**src/rtl/fetch_pkg.sv**
```systemverilog
// Shared types for the instruction fetch queue: FSM states, word size and queue entry layout.
package fetch_pkg;

  localparam int WORD_BYTES = 4;

  typedef enum logic [1:0] {
    IDLE,
    WAIT,
    FLUSH
  } state_t;

  typedef struct packed {
    logic [31:0] pc;
    logic [31:0] inst;
  } entry_t;

endpackage

```
**src/rtl/fetch_fifo.sv**
```systemverilog
// Circular buffer of prefetched {pc, inst} entries with wrapping pointers and an occupancy count.
module fetch_fifo
  import fetch_pkg::*;
#(
  parameter int DEPTH = 4,
  localparam int AW = $clog2(DEPTH),
  localparam int CW = AW + 1
) (
  input  logic          clk,
  input  logic          reset,
  input  logic          push,
  input  entry_t        push_data,
  input  logic          pop,
  input  logic          clear,
  output logic          full,
  output logic          empty,
  output entry_t        head,
  output logic [CW-1:0] count
);

  entry_t        mem [DEPTH];
  logic [AW-1:0] wr_ptr;
  logic [AW-1:0] rd_ptr;

  assign full  = (count == CW'(DEPTH));
  assign empty = (count == '0);
  assign head  = mem[rd_ptr];

  // NOTE: sequential state uses non-blocking assignments so every flop samples pre-edge values.
  always_ff @(posedge clk or negedge reset) begin
    if (!reset) begin
      wr_ptr <= '0;
      rd_ptr <= '0;
      count  <= '0;
    end else if (clear) begin
      wr_ptr <= '0;
      rd_ptr <= '0;
      count  <= '0;
    end else begin
      if (push) wr_ptr <= wr_ptr + AW'(1);
      if (pop)  rd_ptr <= rd_ptr + AW'(1);
      case ({push, pop})
        2'b10:   count <= count + CW'(1);
        2'b01:   count <= count - CW'(1);
        default: count <= count;
      endcase
    end
  end

  // NOTE: storage has no reset; count gates validity, so stale contents are never observed.
  always_ff @(posedge clk) begin
    if (push && !clear) mem[wr_ptr] <= push_data;
  end

endmodule

```
**src/rtl/fetch_queue.sv**
```systemverilog
// Instruction prefetch queue: one outstanding memory request, redirect flush, registered head outputs.
// Optional same-cycle ack-to-consumer bypass enabled by defining FETCH_QUEUE_BYPASS_EN.
module fetch_queue
  import fetch_pkg::*;
#(
  parameter int          DEPTH    = 4,
  parameter logic [31:0] RESET_PC = 32'h0
) (
  input  logic        clk,
  input  logic        reset,
  output logic        mem_req,
  output logic [31:0] mem_addr,
  input  logic        mem_ack,
  input  logic [31:0] mem_rdata,
  input  logic        redirect,
  input  logic [31:0] redirect_pc,
  output logic        inst_valid,
  output logic [31:0] inst,
  output logic [31:0] inst_pc,
  input  logic        inst_ready
);

  localparam int CW = $clog2(DEPTH) + 1;

  state_t        state, state_next;
  logic [31:0]   fetch_pc, fetch_pc_next;
  logic [31:0]   req_addr, req_addr_next;
  logic          push, pop, full, empty, bypass;
  logic [CW-1:0] count, count_after;
  entry_t        head, push_data;

  fetch_fifo #(.DEPTH(DEPTH)) u_fifo (
    .clk       (clk),
    .reset     (reset),
    .push      (push),
    .push_data (push_data),
    .pop       (pop),
    .clear     (redirect),
    .full      (full),
    .empty     (empty),
    .head      (head),
    .count     (count)
  );

`ifdef FETCH_QUEUE_BYPASS_EN
  assign bypass = empty && !redirect && (state == WAIT) && mem_ack;
`else
  assign bypass = 1'b0;
`endif

  assign mem_req     = (state == WAIT) || (state == FLUSH);
  assign mem_addr    = req_addr;
  assign push_data   = '{pc: req_addr, inst: mem_rdata};
  assign pop         = !empty && inst_ready && !redirect;
  assign push        = (state == WAIT) && mem_ack && !redirect && !(bypass && inst_ready);
  assign count_after = count + CW'(push) - CW'(pop);

  always_comb begin
    inst_valid = !empty;
    inst       = empty ? 32'h0 : head.inst;
    inst_pc    = empty ? 32'h0 : head.pc;
    if (bypass) begin
      inst_valid = 1'b1;
      inst       = mem_rdata;
      inst_pc    = req_addr;
    end
  end

  // NOTE: every always_comb output gets a default first so no path leaves a latch behind.
  always_comb begin
    state_next    = state;
    fetch_pc_next = fetch_pc;
    req_addr_next = req_addr;
    unique case (state)
      IDLE: begin
        if (redirect) begin
          fetch_pc_next = redirect_pc;
        end else if (!full) begin
          state_next    = WAIT;
          req_addr_next = fetch_pc;
        end
      end
      WAIT: begin
        if (redirect) begin
          fetch_pc_next = redirect_pc;
          state_next    = mem_ack ? IDLE : FLUSH;
        end else if (mem_ack) begin
          fetch_pc_next = fetch_pc + 32'(WORD_BYTES);
          // Reissue immediately when the slot for the next word is already free.
          if (count_after < CW'(DEPTH)) req_addr_next = fetch_pc + 32'(WORD_BYTES);
          else                          state_next    = IDLE;
        end
      end
      FLUSH: begin
        if (redirect) fetch_pc_next = redirect_pc;
        if (mem_ack)  state_next    = IDLE;
      end
      default: state_next = IDLE;
    endcase
  end

  always_ff @(posedge clk or negedge reset) begin
    if (!reset) begin
      state    <= IDLE;
      fetch_pc <= RESET_PC;
      req_addr <= 32'h0;
    end else begin
      state    <= state_next;
      fetch_pc <= fetch_pc_next;
      req_addr <= req_addr_next;
    end
  end

endmodule

```
**config.mk**
```make
export PLATFORM = sky130hd
export DESIGN_NAME = fetch_queue
export DESIGN_NICKNAME = d
export VERILOG_FILES = /design/src/rtl/fetch_pkg.sv /design/src/rtl/fetch_fifo.sv /design/src/rtl/fetch_queue.sv
export SDC_FILE = /design/constraint.sdc
export NUM_CORES = 1
export LEC_CHECK = 0
export CORE_MARGIN = 8
export CORE_UTILIZATION = 55
export CTS_BUF_LIST = sky130_fd_sc_hd__clkbuf_16
export DETAILED_ROUTE_END_ITERATION = 8
export HOLD_SLACK_MARGIN = 0.15
export PLACE_DENSITY = 0.79
export RECOVER_POWER = 100
export SKIP_LAST_GASP = 1
export SYNTH_ARGS = -nofsm -noshare
export SYNTH_HDL_FRONTEND = slang
export SYNTH_HIERARCHICAL = 1
export SYNTH_SLANG_ARGS = --single-unit
```
**constraint.sdc**
```tcl
create_clock -name clk -period 3.85 [get_ports clk]
set_clock_uncertainty 0.15 [all_clocks]
set_input_delay 0.5775 -clock clk [delete_from_list [all_inputs] [get_ports clk]]
set_output_delay 0.5775 -clock clk [all_outputs]
set_load 0.01 [all_outputs]
```
==> results of run 1 <==
==> worst paths after layout <==
kind                                   from            to  slack, ps  cells past startpoint
setup / recovery           u_fifo/rd_ptr[0]   inst_pc[19]        230                      4
hold / removal                  fetch_pc[0]   mem_addr[0]        360                      1
setup reg to reg                   state[1]  fetch_pc[29]        470                      8
hold reg to reg                 fetch_pc[0]   mem_addr[0]        360                      1
max in group asynchronous             reset  mem_addr[10]       1320                      3
min in group asynchronous             reset  mem_addr[15]        470                      2
==> worst register-to-register path: stages (launching register included) <==
cell	delay [ps]
dfrtp_1	390
inv_1	100
ha_1	170
buf_4	290
nand2b_1	120
a21oi_1	380
or2_0	1290
a221oi_2	190
and2_1	200
==> cell usage in the layout (no fill, tap or decap), types with 5 or more instances in the layout <==
cell type        synthesis  layout
clkinv_2                 0       5
clkbuf_16                0      35
nor3_1                   6       6
edfxtp_1               256     256
nor2b_1                 67      67
buf_4                    7       8
nand4_1                 22      22
inv_1                   14      21
nand3_1                 27      27
nor2_1                  26      27
clkdlybuf4s50_1          0      50
a211oi_1                 6       6
mux4_2                  64      64
o21ai_0                 28      29
xnor2_1                 33      33
ha_1                    10      10
clkinv_1                 0       8
dfrtp_1                 73      71
nor3b_1                  5       5
a2bb2oi_1               10      10
nand2_1                 21      21
clkbuf_1                18       8
mux2_2                  35      35
and2_1                  11       6
and3_1                   6       6
o22ai_1                  7       7
dlygate4sd3_1            0     116
a21oi_1                 29      29
==> through the flow <==
stage,utilization,worst slack [ps],hold WS [ps]
global route,0.6695,93.14,386.6
detailed placement,0.6319,467.0,323.4
floorplan,-,318.1,131.9
CTS,0.6731,253.4,329.6
finish,0.6695,228.9,356.0
global placement,0.6319,550.2,324.7
==> routing by layer <==
| metal | vias to the layer above | share of wire | GRT usage |
|---|---|---|---|
| li1 | 3708 | - | - |
| met1 | 4048 | 0.43 | 0.2631 |
| met2 | 277 | 0.50 | 0.3257 |
| met3 | 34 | 0.062 | 0.03840 |
| met4 | 0 | 0.014 | 0.04378 |
| met5 | - | 0 | 0 |
==> cell families after synthesis <==
logic type               Yosys count  synth area share
AND/OR/NAND/NOR                  218           0.09243
multiplexers                     102            0.1314
buffers and inverters             71           0.02846
XOR/XNOR                          36           0.02221
AO/OA/AOI/OAI                    101           0.04529
adder cells (fa/ha/maj)           11           0.01022
flip-flops                       329            0.6700
==> layout make-up <==
type                    instances  area, um^2
flip-flops and latches        329        9519
fillers                      1747        8489
multi-input cells             468        4285
repair buffers                193        1874
clock buffers                  35       875.8
well taps                     335       419.2
clock inverters                26       173.9
inverters                      14       52.55
==> registers in the layout, summed over array words and instances (netlist names) <==
| signal | cells |
|---|---|
| u_fifo/count | 3 |
| u_fifo/wr_ptr | 2 |
| state | 2 |
| u_fifo/rd_ptr | 2 |
| u_fifo/mem | 256 |
| fetch_pc | 32 |
| mem_addr | 32 |
==> power breakdown <==
group / total (mW) / internal, mW / switching [mW] / leakage, nW
registers: 5.15 / 4.47 / 0.680 / 3.16
clock network: 3.06 / 1.78 / 1.27 / 0.538
logic: 3.04 / 1.55 / 1.49 / 2.15
==> reports/metrics.cfg, run 1 <==
[critical_path]
cp-start-kind = flop
required_ps = 3120
criticalPathCategory = reg2out
critical_path_arrival_ps = 2890
cpMaxStageDelayCell = dfrtp_4
path_cells = buf_12 -> mux4_2 -> nor2b_1 -> dlygate4sd3_1
cp_top_family = buffers and inverters
crit_path_max_fanout = 28
crit_path_max_incr_delay_ps = 690
cp_num_buf_inv = 2
cp-end-kind = primary output

[placed_design]
dpl_cell_area_um2 = 16230
dpl.hpwl_um = 19610
portBuffers = 166
dp.cells = 1338
routabilityCongestion = 0.8514

[logic_synthesis]
postSynth.asyncResetShare = 0.2219
yosys_warnings = 6
synth_area_leader_cell = edfxtp_1
ys_seq_area_frac = 0.6700
avgSynthCellArea_um2 = 16.36
yosys-top-cells-area = edfxtp_1, dfrtp_1, mux4_2
netlist_area_um2 = 14200
synth_ff_type = edfxtp_1
synth_cell_type_count = 61
synth_edf_count = 256
ys_ff_latch = 329
syn_nets = 948
synth_most_common_cell = edfxtp_1
synthCells = 868
synth_top_area_frac = 0.5414
synthTopCellsByCount = edfxtp_1, dfrtp_1, nor2b_1

[drt]
num_vias = 8067
detail_route.vias_per_cell = 5.762
ant_nets = 0
wl_um = 30120
drc = 0
drtIter0Drc = 530
drtPass1Iterations = 5
wl_per_cell_um = 21.52

[sta]
final_max_slew_viol_count = 31
fin_crit_ps = 3621
setup_tns_ps = 0
finalCritPeriodShare = 0.9405
fmax_mhz = 276.2
setup_viol = 0
worstMarginPinSlew_ps = 1675
rsz0062_at_grt = false
slew_headroom = -0.1168
hold_viol = 0

[power]
leakage_nw = 5.847
cellPowerDensity_nw_per_um2 = 653.9
fin_total_pwr_mw = 11.25
ir_worst_vdd_v = 0.0004181

[clock_tree]
post_cts_buffers = 0
cts_resized = 0
max-clock-path-buffers = 3
clock_sinks = 329
cts_buffers = 34
cts.htree.levels = 2
cts.clk_slew.worst_paths_ps = 60
cts_tree = built
clk_latency_ps = 490
root_buffer = clkbuf_16
cts_hold_buf = 1

[global_routing]
gr-total-overflow = 0
grtUsageTotal = 0.1951
grt_max_degree = 66
grt_pass1_wl_um = 47630
grt_pass1_vias = 8301
grt_antenna_before_repair = 0

[die]
placementRows = 59
die_w_um = 176.7
core-area_um2 = 25690
dieArea_um2 = 31220
die-height_um = 176.7
start_util = 0.5527
num_io_pins = 167

[layout]
nNetsFinal = 1120
syn_to_final_growth_pct = 21.13
final_area_um2 = 17200
diodes = 0
drive_above_1_share = 0.1709
final_cells = 1400

[outcome]
violations = max-capacitance violations, max-slew violations
status = finished, violations left

[min_path]
hold_path_class = reg2reg

[job]
drv_cap = 1

Power figures use the tool's default switching activity.
==> run 2: changes to the inputs <==
CORE_MARGIN = 4   (was 8)
==> run 2 against run 1 <==
The flow now finishes without violations. Register-to-register slack better by 170 ps. Flip-flop and latch count stayed put. Routed wire length is 4.4% higher. Clock power hardly changed. Clock-buffer cell count is 1 higher. Setup slack better by 100 ps. First-iteration DRC count is 30% higher.
==> reports/metrics.cfg, run 2 (synthesis results as in run 1) <==
[die]
dieArea_um2 = 28450
die-height_um = 168.7
start_util = 0.5607
placementRows = 58
die_w_um = 168.7
num_io_pins = 167
core-area_um2 = 25330

[critical_path]
cpMaxStageDelayCell = clkbuf_4
cp_top_family = buffers and inverters
cp-end-kind = primary output
critical_path_arrival_ps = 2790
crit_path_max_incr_delay_ps = 700
required_ps = 3120
path_cells = nor3_1 -> clkbuf_4 -> nor2b_1 -> dlygate4sd3_1
cp_num_buf_inv = 2
reg2reg_depth = 8
crit_path_max_fanout = 65
reg2reg_from = state[1]
r2r_slack_ps = 640
r2r-end = fetch_pc[29]
criticalPathCategory = reg2out
cp-start-kind = flop

[min_path]
min_to = fetch_pc[1]
whs_path_depth = 1
hp-start = fetch_pc[1]
hold_path_class = reg2reg

[layout]
nNetsFinal = 1117
drive_above_1_share = 0.1671
regMostFlops = u_fifo/mem
syn_to_final_growth_pct = 20.77
final_cells = 1389
n_fill_cell = 1731
final_cell_mix = edfxtp_1, dlygate4sd3_1, dfrtp_1
final_common_cell = edfxtp_1
largest_reg_flops = 256
diodes = 0

[clock_tree]
cts_buffers = 34
cts.clk_slew.worst_paths_ps = 60
post_cts_buffers = 0
cts_tree = built
clk_latency_ps = 510
root_buffer = clkbuf_16
clock_sinks = 329
cts.htree.levels = 2
cts_resized = 0
max-clock-path-buffers = 3

[placed_design]
dp.cells = 1330
dpl.hpwl_um = 19090
routabilityCongestion = 0.8761
portBuffers = 166

[power]
ir_worst_vdd_v = 0.0003455
leakage_nw = 5.763
fin_total_pwr_mw = 11.27
cellPowerDensity_nw_per_um2 = 657.0

[drt]
wl_per_cell_um = 22.64
drtPass1Iterations = 5
num_vias = 8276
routed.top_layer = met4
met1_length_um = 12900
drc = 0
ant_nets = 0
drtIter0Drc = 690
wl_met2_um = 15850
wl_met3_um = 2101
wl_um = 31440
detail_route.vias_per_cell = 5.958

[sta]
fmax_mhz = 284.0
setup_viol = 0
finalCritPeriodShare = 0.9144
hold_viol = 0
rsz0062_at_grt = false
slew_headroom = 0.02238
worstMarginPinSlew_ps = 1466
fin_crit_ps = 3521
final_max_slew_viol_count = 0
setup_tns_ps = 0

[global_routing]
grtUsageTotal = 0.2220
grt_pass1_vias = 8413
gr-total-overflow = 0
grt_antenna_before_repair = 0
grt_pass1_wl_um = 49160
grt_max_degree = 66

[job]
drv_cap = 0

[outcome]
status = finished, final reports clean

## run 2: cell count changes in the layout (fill, tap and decap cells not counted), sizes merged
cell and change:
buf -3, bufinv -2, clkbuf +1, clkdlybuf4s50 +17, clkinv -1, clkinvlp -1
dlygate4sd3 -17
## run 2: layer usage
layer,track usage,vias to the layer above
met5,0,-
li1,-,3702
met2,0.3779,334
met4,0.05152,0
met3,0.03176,39
met1,0.3089,4201
## run 2: worst register-to-register path: stages, from the launching register on
cell and delay, ps:
dfrtp_1 400, inv_1 110, ha_1 160, clkbuf_2 450, nand2b_1 150, a21oi_1 420, or2_1 850, a221oi_1 230
and2_1 190
## run 2: worst max path at each step
| stage | start | to | depth (start not counted) |
|---|---|---|---|
| finish | u_fifo/count[0] | inst[30] | 4 |
| global route | u_fifo/count[1] | inst[19] | 4 |
| CTS | u_fifo/count[0] | inst_pc[30] | 4 |
| detailed placement | redirect | mem_addr[20] | 10 |
| global placement | inst_ready | mem_addr[4] | 10 |
| floorplan | state[1] | u_fifo/mem[0][0] | 8 |
## run 2: per-stage QoR
step / setup WS [ps] / cell area, um^2 / utilization / hold WS (ps)
2_1_floorplan: 318.1 / 14200 / - / 131.9
3_3_place_gp: 561.2 / 16220 / 0.6403 / 343.5
3_5_place_dp: 499.2 / 16220 / 0.6403 / 353.8
4_1_cts: 478.5 / 17250 / 0.6810 / 368.7
5_1_grt: 195.8 / 17150 / 0.6771 / 387.6
6_report: 329.5 / 17150 / 0.6771 / 368.0
## run 2: area by class of cell
class / instances / area, um^2 / area share
repair buffers: 190 / 1866 / 0.1088
well taps: 330 / 412.9 / 0.02408
clock inverters: 22 / 120.1 / 0.007004
inverters: 14 / 52.55 / 0.003064
flip-flops and latches: 329 / 9519 / 0.5551
multi-input cells: 468 / 4278 / 0.2495
clock buffers: 36 / 900.9 / 0.05253
## run 2: repair_timing
action | in CTS | in global routing
endpoints found under the setup margin | 0 | 0
endpoints found under the hold margin | 23 | 0
hold buffers | 1 | 0
## run 2: power breakdown
| group | switching [mW] | internal (mW) |
|---|---|---|
| Clock | 1.34 | 1.70 |
| Sequential | 0.691 | 4.47 |
| Combinational | 1.51 | 1.56 |
| Total | 3.54 | 7.73 |
